### config.mk
export PLATFORM = sky130hd
export DESIGN_NAME = parity_frame_ctrl
export DESIGN_NICKNAME = d
export VERILOG_FILES = /design/src/rtl/parity_frame_ctrl.sv
export SDC_FILE = /design/constraint.sdc
export NUM_CORES = 1
export LEC_CHECK = 0
export ABC_AREA = 1
export BUFFER_PORTS_ARGS = -buffer_cell sky130_fd_sc_hd__buf_2
export CORE_ASPECT_RATIO = 1.1
export CORE_MARGIN = 4
export CORE_UTILIZATION = 53
export CTS_CLUSTER_DIAMETER = 100
export DETAILED_ROUTE_END_ITERATION = 10
export PLACE_DENSITY_LB_ADDON = 0.2
export SLEW_MARGIN = 40
export SYNTH_ARGS = -nofsm -noshare
export SYNTH_HDL_FRONTEND = slang
export SYNTH_SLANG_ARGS = --single-unit
### constraint.sdc
create_clock -name clk -period 1.6 [get_ports clk]
set_input_delay 0.08 -clock clk [delete_from_list [all_inputs] [get_ports clk]]
set_output_delay 0.08 -clock clk [all_outputs]
set_load 0.01 [all_outputs]
### src/rtl/parity_frame_ctrl.sv
// Frame sequencer for the serial parity path: accepts a word plus its received
// parity, shifts it out LSB-first and reports the computed parity and error count.
module parity_frame_ctrl #(
    parameter int DATA_W = 8,
    parameter int ODD    = 0,
    parameter int CNT_W  = 8
) (
    input  logic              clk,
    input  logic              rst_n,
    input  logic              in_valid,
    output logic              in_ready,
    input  logic [DATA_W-1:0] in_data,
    input  logic              in_par,
    output logic              ser_x,
    output logic              ser_en,
    output logic              par_run,
    output logic              res_valid,
    output logic              par_bit,
    output logic              par_err,
    output logic [CNT_W-1:0]  err_cnt,
    input  logic              clr_cnt
);

    localparam int       BCNT_W   = $clog2(DATA_W);
    localparam logic     ODD_L    = (ODD != 0);
    localparam logic [BCNT_W-1:0] LAST_BIT = BCNT_W'(DATA_W - 1);

    typedef enum logic [1:0] {
        IDLE  = 2'd0,
        SHIFT = 2'd1,
        CHECK = 2'd2
    } state_e;

    state_e              state_q,   state_d;
    logic [DATA_W-1:0]   sreg_q,    sreg_d;
    logic [BCNT_W-1:0]   cnt_q,     cnt_d;
    logic                par_run_q, par_run_d;
    logic                in_par_q,  in_par_d;
    logic                par_bit_q, par_bit_d;
    logic                par_err_q, par_err_d;
    logic [CNT_W-1:0]    err_cnt_q, err_cnt_d;

    logic accept;
    logic last_par;

    assign in_ready  = (state_q != SHIFT);
    assign accept    = in_valid && in_ready;
    assign ser_en    = (state_q == SHIFT);
    assign ser_x     = ser_en && sreg_q[0];
    assign res_valid = (state_q == CHECK);
    assign par_run   = par_run_q;
    assign par_bit   = par_bit_q;
    assign par_err   = par_err_q;
    assign err_cnt   = err_cnt_q;

    // Parity including the bit leaving on the final SHIFT cycle, so the result
    // registers are already settled when CHECK begins.
    assign last_par  = par_run_q ^ sreg_q[0] ^ ODD_L;

    always_comb begin
        // NOTE: every signal gets a default first so no path through the case leaves it unassigned (no latch).
        state_d   = state_q;
        sreg_d    = sreg_q;
        cnt_d     = cnt_q;
        par_run_d = par_run_q;
        in_par_d  = in_par_q;
        par_bit_d = par_bit_q;
        par_err_d = par_err_q;
        err_cnt_d = err_cnt_q;

        unique case (state_q)
            IDLE: begin
                if (accept) begin
                    state_d   = SHIFT;
                    sreg_d    = in_data;
                    in_par_d  = in_par;
                    cnt_d     = '0;
                    par_run_d = 1'b0;
                end
            end
            SHIFT: begin
                sreg_d    = sreg_q >> 1;
                par_run_d = par_run_q ^ sreg_q[0];
                cnt_d     = cnt_q + 1'b1;
                if (cnt_q == LAST_BIT) begin
                    state_d   = CHECK;
                    par_bit_d = last_par;
                    par_err_d = (last_par != in_par_q);
                end
            end
            CHECK: begin
                if (par_err_q && (err_cnt_q != '1)) begin
                    err_cnt_d = err_cnt_q + 1'b1;
                end
                if (accept) begin
                    state_d   = SHIFT;
                    sreg_d    = in_data;
                    in_par_d  = in_par;
                    cnt_d     = '0;
                    par_run_d = 1'b0;
                end else begin
                    state_d   = IDLE;
                end
            end
            default: state_d = IDLE;
        endcase

        if (clr_cnt) begin
            err_cnt_d = '0;
        end
    end

    always_ff @(posedge clk or negedge rst_n) begin
        if (!rst_n) begin
            state_q   <= IDLE;
            sreg_q    <= '0;
            cnt_q     <= '0;
            par_run_q <= 1'b0;
            in_par_q  <= 1'b0;
            par_bit_q <= 1'b0;
            par_err_q <= 1'b0;
            err_cnt_q <= '0;
        end else begin
            // NOTE: non-blocking assignments so every flop samples pre-edge values.
            state_q   <= state_d;
            sreg_q    <= sreg_d;
            cnt_q     <= cnt_d;
            par_run_q <= par_run_d;
            in_par_q  <= in_par_d;
            par_bit_q <= par_bit_d;
            par_err_q <= par_err_d;
            err_cnt_q <= err_cnt_d;
        end
    end

endmodule

; Word level (Yosys, flattened, before mapping)
; Index checks and enable logic that the tools add are counted.
[op_classes]
n_bitwise = 1
multipliers = 0
n_addsub = 2
shifts = 0
reduce_logical = 13
n_lt_le_gt_ge = 0
n_div = 0
eq_ne = 9
mux = 13
[ops]
columns = op, count
row1 = 8-bit two-way mux, 4
row2 = 8-bit one-hot mux with 2 select lines, 1
row3 = 2-bit AND reduction, 5
row4 = "8-bit by 1-bit adder with 8-bit output, second input constant", 1
row5 = "8-bit != test, second input constant", 1
row6 = "2-bit by 1-bit != test with 1-bit output, second input constant", 3
row7 = 2-bit one-hot mux with 3 select lines, 1
row8 = 3-bit one-hot mux with 2 select lines, 1
row9 = 2-bit nonzero test, 3
row10 = 2-bit two-way mux, 2
row11 = "3-bit by 1-bit adder with 3-bit output, second input constant", 1
row12 = "3-bit equality test, second input constant", 1
row13 = 1-bit logical AND, 3
row14 = 3-bit two-way mux, 1
row15 = "2-bit by 1-bit equality test with 1-bit output, second input constant", 1
row16 = "2-bit equality test, second input constant", 1
row17 = 2-bit logical NOT, 1
row18 = 1-bit two-way mux, 2
row19 = "2-bit != test, second input constant", 1
row20 = 1-bit one-hot mux with 2 select lines, 1
row21 = 2-bit OR reduction, 1
row22 = 1-bit != test, 1
row23 = 1-bit bitwise XOR, 1
[totals]
latch_bits = 0
mem_bits_rw = 0
memories = 0
inputBits = 13
regBits = 25
output_inout_bits = 15
romBits = 0
word_cells = 46

; Longest topological paths before layout
; Gate-level depths: netlist of run 1.
[logic_depth]
depth_word = 5
ltp_mapped = 10
ltp_nobuf = 9

; Least setup slack after synthesis of run 1
; Ideal clock, no wire load.
[synth_timing]
kind = reg-to-reg
startpoint = register err_cnt_q[1] (netlist: err_cnt[1])
endpoint = register err_cnt_q[4] (netlist: err_cnt[4])
path_buffers = 0
required_ns = 1.479
setup_ns = 0.121
period_less_slack_ns = 1.282
stages_incl_launch_ff = 9
slack_ns = 0.318
t_arrival_ns = 1.161
cell_sequence = dfrtp_1 ha_1 nand2_2 nor2_4 nand2_4 nand2_4 nand2_4 nand2_1 o21ai_1
[synth_between]
elab_chain_cells = 4
elab_cells_between_ends = 8
cone_classes = add/sub (1) / eq/ne (1) / mux (3) / reduce/logical (3)
[synth_rtl]
columns = element, line_no
row1 = from (decl), 41  ; logic [CNT_W-1:0] err_cnt_q, err_cnt_d;
row2 = from (signal assigned), 132  ; err_cnt_q <= err_cnt_d;
row3 = 8-bit by 1-bit adder with 8-bit output or 8-bit != test (tied branches), "93, 92"
row4 = 8-bit two-way mux or 1-bit logical AND (tied branches), 92  ; if (par_err_q && (err_cnt_q != '1)) begin
row5 = 8-bit two-way mux or 2-bit nonzero test (tied branches), --
row6 = 8-bit two-way mux or 2-bit AND reduction (tied branches), --
; Several ways; a longest one is shown, not always the timed one. The select of a mux whose other input is x is not followed.
; A chain may end at the register's enable or synchronous reset.

; Worst setup path in the final report of run 1
[layout_timing]
startpoint = register state_q[0]
endpoint = output ser_en
[layout_between]
elab_chain_cells = 1
[layout_rtl]
columns = element, line_no
row1 = from (decl), 34  ; state_e state_q, state_d;
row2 = from (signal assigned), 125  ; state_q <= state_d;
row3 = 2-bit by 1-bit equality test with 1-bit output, 48  ; assign ser_en = (state_q == SHIFT);
row4 = to (decl), 15  ; output logic ser_en,
; No other way between the ends.

==> results.md, run 1 <==
- F_max: 716 MHz
- Worst Setup Start Kind: flop
- Status: finished clean
- Syn Area/Cell: 8.59 um2
- Cell Area, Placed: 1460 um2
- Peak VDD IR: 1.11 mV
- Initial Util: 57.2%
- Worst Clk Skew: 6.94 ps
- Crit path max fanout: 9
- Register-to-Register Path Depth: 6
- Unique masters post-synth: 24
- Yosys warns: 0
- Final net count: 200
- Num CTS Buffers: 3
- PortBufs: 27
- Area leader, netlist: dfrtp_1
- Placed cell count: 207
- Kind of critical path: flop to output pin
- Number of global-route vias before repair: 1,110
- Drc violations: 0
- Synthesized flop and latch total: 25
- Diode count: 0
- Clk buf depth: 2
- Pwr Density: 1430 nW/um2
- Synth area leaders: dfrtp_1 (48%), nand2_1 (13%), nor2_1 (4.6%), nand2_4 (3.4%), a31oi_1 (3.3%)
- Crit path time final: approximately 1400 ps
- GRT Util Overall: 18.1%
- Mapped Nets: 169
- Die H: around 60 um
- Synth top area share: 47.6%
- Final Setup Violations: 0
- Vias per inst: ~5.2
- Max transition margin: 63.0%
- Die width: 55.5 um
- Fillers: 226
- Worst EP required: 1520 ps
- Clock Latency Late Sink: approximately 300 ps
- Most frequent cells in the layout: nand2_1 (47), buf_2 (27), dfrtp_1 (25)
- Gr ovfl total: 0
- Area growth from synthesis to layout: 14.4%
- Register area share after synthesis: 47.6%
- Crit path DAT: 1320 ps
- Worst Max-Slew Pin Slew: 555 ps
- Core area: 2300 um2
- Most common cell after layout, fill and taps aside: nand2_1
- Layout Cells excl Fill: 213
- Hold path depth: 3
- CTS sink cnt: 25
- Hold Vio Cnt, Final: 0
- RSZ-0062 raised after global routing: no
- Syn Std Cell Area: 1320 um2
- Max Slew Vio Count: 0
- Max Cap Violations: 0
- H-Tree Depth: 1
- Row count: 18
- Post-layout util: 65.5%
- Die ar.: about 3300 um2
- Post-CTS Resized: 0
- Synth Instances: 153
- Antenna violations before repair: 0
- Period utilization: 87.3%
- Final ANT Viol Nets: 0
- Drt pass-1 iters: 4
- Final wirelength: between 2 and 3 mm
- RePlAce Congestion: around 0.76
- Final setup TNS: 0 ps
- Hold_ws: about 16 ps
- Wirelength per Cell: 12.5 um
- Worst Hold Class: primary input to flop
- Clock-pin slew on the worst setup and hold paths: between 100 and 150 ps
- CTS tree: yes
- Root buffer cell: clkbuf_4
- CP endpoint kind: output pin
- Layout cells sized above 1: 26.2%
- First-pass GRT wire length: between 4 and 5 mm
- Leakage: approximately 0.00079 uW
- Largest net degree at the start of global routing: 26
- IO Pins: 28
- Vias: ~1,100
- Detailed Route Iter0 Violations: 35
- Final instance area: 1500 um2
- DP HPWL: 2.06 mm
-- kinds of logic (layout without fill, tap and decap cells) --
| kind of cell | after synthesis | in the layout | share of synthesized area (%) |
|---|---|---|---|
| AND/OR/NAND/NOR | 84 | 84 | 30.4 |
| multiplexers | 1 | 1 | 0.856 |
| flip-flops | 25 | 25 | 47.6 |
| adder cells (fa/ha/maj) | 3 | 3 | 2.85 |
| XOR/XNOR | 4 | 4 | 2.66 |
| AO/OA/AOI/OAI | 17 | 17 | 8.47 |
| buffers and inverters | 19 | 49 | 7.23 |
-- repair_timing --
action                                 in CTS  in global routing
hold buffers                                2                  0
endpoints found under the hold margin      26                  0
buffers inserted                            0                  0
-- final cells by class --
cell class              instances  area (um2)  area share, %
flip-flops and latches         25         626           41.6
inverters                      16        65.1           4.33
multi-input cells             109         594           39.5
clock buffers                   4        26.3           1.75
well taps                      30        37.5           2.50
repair buffers                 29         155           10.3
-- sequential cells by signal (all words and copies together) (netlist names) --
register / count
cnt_q: 3
state_q: 2
err_cnt: 8
in_par_q: 1
par_err: 1
par_bit: 1
par_run: 1
sreg_q: 8
-- worst paths after layout --
kind	slack [ps]	start	endpoint
max reg2reg	220	err_cnt[1]	err_cnt[0]
max in group asynchronous	950	rst_n	sreg_q[1]
min in group asynchronous	290	rst_n	cnt_q[0]
max	200	state_q[0]	ser_en
min	20	in_data[7]	sreg_q[7]
min reg2reg	500	par_bit	par_bit
-- worst max-delay path, cell delays in order, from the launching register on --
cell and delay (ps):
dfrtp_1 560, nand2_2 180, inv_2 130, buf_2 140
-- synthesized netlist by cell type --
library cell and n:
o21bai_1 1, a22o_1 3, mux2_1 1, buf_4 1, a31oi_1 7, nand2_4 4
nand2_2 3, nand2_1 47, o21ai_1 3, buf_6 2, nand4_1 3, a21oi_1 1
dfrtp_1 25, o21ai_0 1, ha_1 3, nand3_1 8, xor2_1 4, inv_1 9
a21oi_2 1, inv_2 5, inv_4 2, nand3_4 1, nor2_4 2, nor2_1 16
-- where the power goes --
| part | internal (uW) | total [uW] | switching [uW] |
|---|---|---|---|
| Combinational | 354 | 866 | 512 |
| Clock | 97.1 | 268 | 171 |
| Sequential | 847 | 1020 | 169 |
| Total | 1300 | 2150 | 851 |
-- metrics by stage --
step | setup slack, ps | total power, uW
final | 203 | 2150
after global routing | 101 | 2370
after detailed placement | 249 | 1900
after global placement | 275 | 1860
after floorplan | 318 | 1700
after CTS | 181 | 2180
-- per-layer routing --
metal  routed length, um  track usage, %
met1                1110            20.3
met2                1380            34.8
met3                 134            2.38
met4                  34            7.64
met5                   0               0
No activity file was read; power rests on OpenSTA's default activity.
==> inputs of run 2 (changes only) <==
ABC_AREA = default   (was 1)
CORE_UTILIZATION = 54   (was 53)
==> run 2 against run 1 <==
Area after synthesis rose by 8.0%. Critical endpoint is now ser_x. First-iteration DRC count fell by 63%. Combinational power rose by 2%. Design area rose by 9.2%. Cell count fell by 9.4%. Highest routed layer unchanged.
==> results.md, run 2 <==
- Status: finished clean
- Drc violations: 0
- H-Tree Depth: 1
- Worst Hold Class: primary input to flop
- Synth area leaders: dfrtp_1 (44%), mux2i_1 (6.3%), nor2b_1 (5.7%), a211oi_1 (5.3%), a21oi_1 (3.9%)
- Worst EP required: approximately 1500 ps
- PortBufs: 27
- RePlAce Congestion: 0.814
- Final wirelength: 2.83 mm
- Crit path max fanout: 15
- Die H: 61.8 um
- Clk buf depth: 2
- Num CTS Buffers: 3
- Compound-Gate Fraction of Synth Area: 17.4%
- Synth Instances: 133
- Final net count: 179
- CP endpoint kind: output pin
- F_max: around 670 MHz
- Synthesized flop and latch total: 25
- Final ANT Viol Nets: 0
- Peak VDD IR: 1.18 mV
- Synth top area share: 44.1%
- Final setup TNS: 0 ps
- Root buffer cell: clkbuf_4
- Row count: 19
- CTS tree: yes
- Syn Std Cell Area: 1420 um2
- Hold Vio Cnt, Final: 0
- Register area share after synthesis: 44.1%
- Area leader, netlist: dfrtp_1
- Diode count: 0
- Largest family of logic cells by synthesized area: simple AND/OR/NAND/NOR gates
- Unique masters post-synth: 37
- Clock Latency Late Sink: roughly 320 ps
- Final Setup Violations: 0
- Post-synth EDFFs: 0
- Kind of critical path: flop to output pin
- Syn Area/Cell: 10.7 um2
- Most common cell after layout, fill and taps aside: buf_2
- Vias: approximately 1,100
- Synth Area in XOR/XNOR: under 10%
- Top FF cell, synth: dfrtp_1
- Core area: 2500 um2
- Max Cap Violations: 0
- Gr ovfl total: 0
- Mapped Nets: 149
- Pwr Density: approximately 1300 nW/um2
- RSZ-0062 raised after global routing: no
- Mux contribution to synthesized area: 11.4%
- DP HPWL: 2.00 mm
- Antenna violations before repair: 0
- Number of global-route vias before repair: 1,125
- Worst Setup Start Kind: flop
- Post-layout util: 65.8%
- Vias per inst: 5.56
- Max Slew Vio Count: 0
- Count leader, synth: dfrtp_1
- First-pass GRT wire length: 4.82 mm
- Die width: between 50 and 60 um
- Drt pass-1 iters: 2
- Period utilization: 93.3%
- Worst Max-Slew Pin Slew: 570 ps
- Initial Util: between 50% and 60%
- Yosys warns: 0
- Crit path time final: 1490 ps
- IO Pins: 28
- Layout cells sized above 1: 27.2%
- CTS sink cnt: 25
- Post-Synth Adder-Cell Area: 2.64%
- Clock-pin slew on the worst setup and hold paths: 140 ps
- Most frequent cells in the layout: buf_2 (27), dfrtp_1 (25), nor2b_1 (12)
- Wirelength per Cell: 14.7 um
- Synth async-reset ratio: 100%
- Leakage: 0.000749 uW
- Crit path DAT: around 1400 ps
- Worst Clk Skew: 3.57 ps
- Commonest cells in the netlist: dfrtp_1 (25), nor2b_1 (13), a21oi_1 (11)
- Simple-gate area share of the yosys netlist: roughly 18%
- GRT Util Overall: around 17%
- Largest net degree at the start of global routing: 28
- Area growth from synthesis to layout: 15.6%
- Max transition margin: 62.0%
- Detailed Route Iter0 Violations: 13
- Die ar.: 3520 um2
-- run 2: changes by cell type in the layout (fill, tap and decap cells not counted), sizes merged, moves of 4 or more --
| cell | before | now |
|---|---|---|
| buf | 27 | 31 |
| a21oi | 2 | 11 |
| nand2b | 0 | 4 |
| nand3 | 9 | 3 |
| inv | 16 | 4 |
| mux2i | 0 | 9 |
| mux2 | 1 | 6 |
| nor2 | 18 | 4 |
| nand2 | 54 | 5 |
| a31oi | 7 | 1 |
| a211oi | 0 | 11 |
| nor2b | 0 | 13 |
-- run 2: per-layer routing --
metal	wire, um	global-route usage [%]	up-vias
met1	1240	19.1	515
li1	-	-	536
met4	26	7.95	0
met5	0	0	-
met3	91	2.69	4
met2	1480	33.4	18
-- run 2: kinds of logic (layout without fill, tap and decap cells) --
| group | count (synthesis) | after routing |
|---|---|---|
| simple gates | 40 | 40 |
| compound gates | 34 | 34 |
| flops | 25 | 25 |
| mux | 15 | 15 |
| buf+inv | 12 | 41 |
| xor+xnor | 4 | 4 |
| fa+ha+maj | 3 | 3 |
-- run 2: power breakdown --
| group | total, uW | internal, uW | switching, uW |
|---|---|---|---|
| clock | 290 | 93.7 | 196 |
| combinational | 885 | 464 | 421 |
| sequential | 1000 | 834 | 168 |
| total | 2180 | 1390 | 785 |
-- run 2: final timing paths --
kind                             from         end  slack [ps]  cells past startpoint
max                        state_q[1]       ser_x         110                      4
min                        in_data[6]   sreg_q[6]          20                      3
max reg2reg                err_cnt[1]  err_cnt[6]         150                      4
min reg2reg                   par_bit     par_bit         500                      2
max in group asynchronous       rst_n  state_q[1]         960                      2
min in group asynchronous       rst_n  err_cnt[7]         260                      2
-- run 2: metrics by stage --
stage	worst slack [ps]	hold WS, ps	power (uW)	instances	area [um2]
final	107	19.7	2180	193	1640
after global routing	9.93	13.0	2380	193	1640
after CTS	10.4	15.2	2190	193	1620
after detailed placement	23.6	109	1890	187	1580
after global placement	128	101	1850	187	1580
after floorplan	91.1	-216	1670	133	1420
-- run 2: worst max-delay path, cell delays in order (launching register included) --
cell and delay [ps]:
dfrtp_1 450, buf_4 230, nor2b_2 160, and2_1 130, buf_2 120
-- run 2: layout make-up --
type,instances,area (um2)
fill,230,855
tap,31,38.8
timing repair buffer,33,189
clock buffer,3,22.5
multi-input combinational,96,746
clock inverter,1,5.00
inverter,4,15.0
sequential,25,626
-- run 2: repair_timing --
item	4_1_cts	5_1_grt
hold buffers	2	0
endpoints found under the setup margin	0	4
buffers inserted	0	0
gates resized for setup	0	4
hold endpoints to repair	26	0
